[config.mk]
export PLATFORM = sky130hd
export DESIGN_NAME = shifter_pipe_param
export DESIGN_NICKNAME = d
export VERILOG_FILES = /design/src/rtl/shifter_pipe_param.sv
export SDC_FILE = /design/constraint.sdc
export NUM_CORES = 1
export LEC_CHECK = 0
export ABC_AREA = 1
export BUFFER_PORTS_ARGS = -buffer_cell sky130_fd_sc_hd__clkbuf_2
export CORE_AREA = 2 2 81 122
export DETAILED_ROUTE_END_ITERATION = 8
export DIE_AREA = 0 0 83 124
export GPL_TIMING_DRIVEN = 0
export PLACE_DENSITY = 0.75
export SYNTH_ARGS = -nofsm -noshare
export SYNTH_HDL_FRONTEND = slang
export SYNTH_SLANG_ARGS = --single-unit
[constraint.sdc]
create_clock -name clk -period 3.81 [get_ports clk]
set_input_delay 1.143 -clock clk [delete_from_list [all_inputs] [get_ports clk]]
set_output_delay 1.143 -clock clk [all_outputs]
set_load 0.02 [all_outputs]
[src/rtl/shifter_pipe_param.sv]
// shifter_pipe_param
// Pipelined, width-parametric barrel shifter. It has one register stage per
// bit of the shift amount, and stage k shifts by 2^k when amt[k] is set.
// The valid/ready handshake uses a single global stall: every stage either
// advances together or holds together.
//
// Ports:
//   clk        system clock, rising edge
//   reset      asynchronous, active-high reset
//   in_valid   operand valid
//   in_ready   block accepts an operand this cycle (= advance)
//   a          operand, WIDTH bits
//   amt        shift amount, 0..WIDTH-1
//   dir        0 = left, 1 = right
//   mode       00 logical, 01 arithmetic, 10 rotate, 11 same as 00
//   out_valid  result valid
//   out_ready  downstream accepts the result
//   y          shifted result (registered)
//   y_zero     y == 0, registered alongside y
module shifter_pipe_param #(
  parameter int WIDTH = 16,
  parameter int AMT_W = $clog2(WIDTH)
) (
  input  logic             clk,
  input  logic             reset,
  input  logic             in_valid,
  output logic             in_ready,
  input  logic [WIDTH-1:0] a,
  input  logic [AMT_W-1:0] amt,
  input  logic             dir,
  input  logic [1:0]       mode,
  output logic             out_valid,
  input  logic             out_ready,
  output logic [WIDTH-1:0] y,
  output logic             y_zero
);

  // Stage registers. The last stage only needs its data, its valid bit and
  // the zero flag. The control fields are consumed while that stage's
  // register is loaded, so they are kept only for stages 0..AMT_W-2.
  logic [WIDTH-1:0] data_reg  [AMT_W];
  logic             valid_reg [AMT_W];
  logic [AMT_W-1:0] amt_reg   [AMT_W-1];
  logic             dir_reg   [AMT_W-1];
  logic [1:0]       mode_reg  [AMT_W-1];
  logic             sign_reg  [AMT_W-1];
  logic             y_zero_reg;

  // Inputs seen by each stage's shift logic. Stage 0 sees the ports, and
  // stage k sees the register of stage k-1.
  logic [WIDTH-1:0] st_data  [AMT_W];
  logic [AMT_W-1:0] st_amt   [AMT_W];
  logic             st_dir   [AMT_W];
  logic [1:0]       st_mode  [AMT_W];
  logic             st_sign  [AMT_W];
  logic             st_valid [AMT_W];
  logic [WIDTH-1:0] data_next [AMT_W];

  logic advance;

  assign out_valid = valid_reg[AMT_W-1];
  assign advance   = ~out_valid | out_ready;
  assign in_ready  = advance;
  assign y         = data_reg[AMT_W-1];
  assign y_zero    = y_zero_reg;

  // Shifts by a fixed power of two when en is set. The fill for an
  // arithmetic right shift comes from the sign bit of the original operand.
  // That sign bit is carried alongside the data, so intermediate stages
  // never need to infer it.
  function automatic logic [WIDTH-1:0] shift_level(
    input logic [WIDTH-1:0] d,
    input int               sh,
    input logic             en,
    input logic             right,
    input logic [1:0]       md,
    input logic             sign
  );
    logic [WIDTH-1:0] r;
    r = d;
    if (en) begin
      if (md == 2'b10) begin
        if (right) r = (d >> sh) | (d << (WIDTH - sh));
        else       r = (d << sh) | (d >> (WIDTH - sh));
      end else if (right) begin
        r = d >> sh;
        if (md == 2'b01 && sign) r = r | ~({WIDTH{1'b1}} >> sh);
      end else begin
        r = d << sh;
      end
    end
    return r;
  endfunction

  genvar gi;
  generate
    for (gi = 0; gi < AMT_W; gi++) begin : g_stage
      localparam int SH = 1 << gi;
      if (gi == 0) begin : g_src_port
        assign st_data[gi]  = a;
        assign st_amt[gi]   = amt;
        assign st_dir[gi]   = dir;
        assign st_mode[gi]  = mode;
        assign st_sign[gi]  = a[WIDTH-1];
        assign st_valid[gi] = in_valid;
      end else begin : g_src_stage
        assign st_data[gi]  = data_reg[gi-1];
        assign st_amt[gi]   = amt_reg[gi-1];
        assign st_dir[gi]   = dir_reg[gi-1];
        assign st_mode[gi]  = mode_reg[gi-1];
        assign st_sign[gi]  = sign_reg[gi-1];
        assign st_valid[gi] = valid_reg[gi-1];
      end
      assign data_next[gi] = shift_level(st_data[gi], SH, st_amt[gi][gi],
                                         st_dir[gi], st_mode[gi], st_sign[gi]);
    end
  endgenerate

  // Bubbles (st_valid = 0) flow through like any other entry. Their data is
  // simply never presented as valid.
  always_ff @(posedge clk or posedge reset) begin
    if (reset) begin
      for (int k = 0; k < AMT_W; k++) begin
        valid_reg[k] <= 1'b0;
        data_reg[k]  <= '0;
      end
      for (int k = 0; k < AMT_W - 1; k++) begin
        amt_reg[k]  <= '0;
        dir_reg[k]  <= 1'b0;
        mode_reg[k] <= 2'b00;
        sign_reg[k] <= 1'b0;
      end
      y_zero_reg <= 1'b0;
    end else if (advance) begin
      for (int k = 0; k < AMT_W; k++) begin
        valid_reg[k] <= st_valid[k];
        data_reg[k]  <= data_next[k];
      end
      for (int k = 0; k < AMT_W - 1; k++) begin
        amt_reg[k]  <= st_amt[k];
        dir_reg[k]  <= st_dir[k];
        mode_reg[k] <= st_mode[k];
        sign_reg[k] <= st_sign[k];
      end
      // The zero flag is taken from the final stage's shifter output, so it
      // lands in the same cycle as y.
      y_zero_reg <= (data_next[AMT_W-1] == '0);
    end
  end

endmodule

-- Yosys cells after proc, flatten, opt, wreduce, memory -nomap -nowiden
Index checks and enable logic that the tools add are counted.
- register bits after elaboration: 93
- input bits: 27
- output and inout port bits: 19
- equal/unequal tests: 8
- mux-type cells: 19
- bitwise logic cells: 9
- reduce and logical (&&, ||, !) cells: 5
- operator list (operator ; count):
    16-bit two-way mux ; 19
    16-bit zero test ; 1
    12-bit by 16-bit OR with 16-bit output ; 1
    14-bit by 16-bit OR with 16-bit output ; 1
    15-bit by 16-bit OR with 16-bit output ; 1
    16-bit by 1-bit OR with 16-bit output ; 1
    16-bit by 2-bit OR with 16-bit output ; 1
    16-bit by 4-bit OR with 16-bit output ; 1
    16-bit by 8-bit OR with 16-bit output ; 1
    2-bit by 1-bit equality test with 1-bit output (second input constant) ; 4
    2-bit equality test (second input constant) ; 4
    1-bit logical AND ; 4
    1-bit inverter ; 1
    1-bit OR ; 1

-- Longest topological paths before layout
- depth in word-level cells: 7
- gate-level depth with buffers: 11
- gate-level depth less buffers: 10

-- Worst setup path before layout
Ideal clock, no wire load.
- path kind: input to output
- start point: input out_ready
- end point: output in_ready
- arrival time: 1.754 ns
- required time: 2.667 ns
- slack: 0.913 ns
- cell stages on the path: 5
- path buffers: 3
- cells stage by stage: inv_1 > nand2_1 > buf_4 > buf_4 > buf_2
- cells in the longest elaborated chain, start to end: 1
- RTL lines (item ; RTL line ; source):
    start, declared ; 33 ; input logic out_ready,
    1-bit OR ; 62 ; assign advance = ~out_valid | out_ready;
    end, declared ; 27 ; output logic in_ready,
Every way passes these cells.

-- Final worst setup path
Same ends and word-level chain as after synthesis.

==> summary by stage <==
Drt
The average wire length per cell after detail routing is 15.8 µm. Across all layers, the routed design uses 4,349 vias. In this run, the number of DRC markers left after iteration 0 of detailed routing was 279. The count of nets left with antenna violations once routing finished came out at 0. The overall routed net length is 12,500 µm. The first-pass iteration count of the detailed router is 8.

The post-detailed-route DRC marker count is 0. The via-per-instance ratio is 5.51.

Worst setup path
The worst setup path is captured at an output port. The classification of the worst setup path is in -> out. STA classifies the critical path startpoint as an input port. For the worst setup path, the data required time is 2.67 ns. Measured in cells, the most critical reg-to-reg path has a length of 5. The highest fanout seen on the critical path is 10. The data arrival time at the worst-slack endpoint is 2.19 ns.

Clock tree
Counting along the longest clock path gives a buffer depth of 2. Counting every sink on the clock net gives 87. The number of gates resized after CTS was 0. Clock-pin slew was measured on the worst setup and hold paths at 0.06 ns.

The CTS H-tree depth is 3. The clock root buffer is sky130_fd_sc_hd__clkbuf_16. Counting the buffers created by CTS gives 9.

The later pin in the worst-skew pair is clocked with a latency of 0.35 ns. TritonCTS built the clock tree. The count of hold buffers inserted by post-cts repair is 0. Post-CTS timing repair inserted 0 buffers for setup.

Finish
The finished cells cover 5300 µm². The share of final-layout standard cells stronger than drive strength 1 is 15.2%. The final layout contains 700 nets. The library cell used most frequently in the layout, excluding fill and tap cells, is sky130_fd_sc_hd__nand2_1. In the layout the commonest cells are sky130_fd_sc_hd__nand2_1, sky130_fd_sc_hd__dfrtp_1, sky130_fd_sc_hd__nor2_1. From synthesis to final layout, the design area changed by 15.2%. The register with the most flip-flops in the layout has 48 of them.

The layout filler cell count is 867. The number of diodes added for antenna fixing is 0.

Floorplanning
The starting density of the core is 50.1%. The width of the chip is 83 µm. The die height is 124 µm. The core region is 9200 µm². 46 I/O pins were placed. Row generation in the floorplan step produced 43 rows. The die outline area is 10,300 µm².

Power and ir drop
Across the VDD grid, the largest voltage drop is 0.000397 V. The power density relative to cell area is 865 nW/µm². The design draws 4.59 mW. For this design the static power due to leakage is 2.59 nW.

Timing
The number of hold violations in the final report came to 0. Setup repair after global routing left no endpoint under its margin. The transition time at the pin with the least slew margin is 0.556 ns. The period utilization is 87.6%.

For the final routed database, the setup TNS stands at 0 ns. The headroom to the max-slew limit is 62.9%. Setup violations remaining at the end of the flow were counted as 0. On the final layout, the worst hold slack is 0.442 ns. The maximum clock frequency is 300 MHz. The number of max-slew violations in the final report was 0. The final critical delay including setup and external delays is 3.34 ns. The smallest setup slack after layout is 0.474 ns. The clock arrives with 0.00584 ns of skew.

Synth
For this run, the number of Yosys warnings is 0. The post-synthesis share of cell area spent on xor and xnor gates is 0%. The number of storage elements in the synthesis netlist is 87. The compound-gate portion of the synthesized area is 20.4%. The main combinational cell family by area after synthesis is simple AND/OR/NAND/NOR gates. The count of cell types in the netlist is 24. After synthesis the cells add up to 4610 µm². Each instance of the synthesized netlist takes up on average 7.48 µm². The share of the Yosys chip area taken by registers is 47.3%. The net count after synthesis is 643. The synthesized netlist devotes 21.8% of its cell area to simple gates.

The cell count after synthesis is 616. The multiplexer share of the synthesized area is 0%. The synthesized-area fraction occupied by adder cells is 0%.

Hold path
The min-delay analysis places its worst path in the category reg -> reg. The number of stages on the worst hold path is 2.

GRT
The number of antenna violations at the first check in global routing was 0. The number of global-route vias before repair came to 4,320. The first global-routing pass estimated 20,900 µm of wire. Entering global routing, the biggest net connects 66 pins. The overall fraction of global-route tracks in use is 26.2%. The total overflow left after global routing is 0.

Placed design
Timing analysis after detailed placement gives a worst setup slack of 0.488 ns. The placed instance area is 5000 µm². After legalization and detailed placement, the total HPWL measured 9520 µm. The congestion estimate from routability-driven global placement came to 0.984. The number of input and output port buffers inserted is 45.

Run
Across the run, the number of max-cap violations was 0.

Run status
The flow ran to the end, and the final reports show no timing, DRC or antenna violations.
## per-layer routing
metal,vias up,track usage (%),part of all wire (%)
met3,57,2.85,3.4
met5,-,0,0
met2,156,47.9,53
met4,0,21.7,6.8
met1,2001,27.0,37
li1,2135,-,-
## worst max-delay path, cell delays in order
cell,delay [ns]
sky130_fd_sc_hd__clkbuf_2,0.08
sky130_fd_sc_hd__inv_1,0.03
sky130_fd_sc_hd__nand2_1,0.08
sky130_fd_sc_hd__buf_4,0.19
sky130_fd_sc_hd__buf_4,0.19
sky130_fd_sc_hd__buf_2,0.26
sky130_fd_sc_hd__clkbuf_2,0.21
## cell type report
type | count | area [µm²] | share of cell area, %
sequential | 87 | 2180 | 41.0
multi-input combinational | 426 | 1950 | 36.7
buffer | 53 | 295 | 5.57
clock buffer | 14 | 264 | 4.98
timing repair buffer | 46 | 253 | 4.77
inverter | 50 | 190 | 3.59
tap | 112 | 140 | 2.64
clock inverter | 2 | 38.8 | 0.731
## power breakdown
group	internal [mW]	switching, mW	total [mW]
clock	0.546	0.350	0.896
sequential	1.34	0.347	1.69
combinational	0.735	1.27	2.00
## synth_stat cells
cell type	instances	area, µm²
sky130_fd_sc_hd__a21oi_1	32	160
sky130_fd_sc_hd__a31oi_1	40	250
sky130_fd_sc_hd__a41oi_1	1	8.76
sky130_fd_sc_hd__buf_2	14	70.1
sky130_fd_sc_hd__buf_4	19	143
sky130_fd_sc_hd__buf_6	1	11.3
sky130_fd_sc_hd__clkbuf_1	19	71.3
sky130_fd_sc_hd__clkinv_1	4	15.0
sky130_fd_sc_hd__dfrtp_1	87	2180
sky130_fd_sc_hd__inv_1	39	146
sky130_fd_sc_hd__inv_2	7	26.3
sky130_fd_sc_hd__nand2_1	159	597
sky130_fd_sc_hd__nand2_2	1	6.26
sky130_fd_sc_hd__nand3_1	12	60.1
sky130_fd_sc_hd__nand4_1	2	12.5
sky130_fd_sc_hd__nor2_1	78	293
sky130_fd_sc_hd__nor2_4	1	11.3
sky130_fd_sc_hd__o2111ai_1	1	8.76
sky130_fd_sc_hd__o211ai_1	8	60.1
sky130_fd_sc_hd__o21a_1	1	7.51
sky130_fd_sc_hd__o21ai_0	67	335
sky130_fd_sc_hd__o21ai_1	13	65.1
sky130_fd_sc_hd__o31ai_1	6	45.0
sky130_fd_sc_hd__or2_1	4	25.0
## cell families after synthesis
kind of cell           Yosys count
flip-flops                      87
AND/OR/NAND/NOR                257
buffers and inverters          103
AO/OA/AOI/OAI                  169
## per-stage QoR
stage | std cells | utilization [%]
2_1_floorplan | 616 | -
3_3_place_gp | 773 | 54.0
3_5_place_dp | 774 | 54.4
4_1_cts | 790 | 57.6
5_1_grt | 790 | 57.6
6_report | 790 | 57.6
## worst paths after layout
check                       startpoint           end  slack, ns
hold / removal             st_valid[0]     out_valid       0.44
hold reg to reg            st_valid[0]     out_valid       0.44
max in group asynchronous        reset  data_reg[38]       2.47
setup reg to reg           mode_reg[2]  data_reg[16]       2.30
min in group asynchronous        reset          y[9]       0.75
setup / recovery             out_ready      in_ready       0.47
Power figures use the tool's default switching activity.
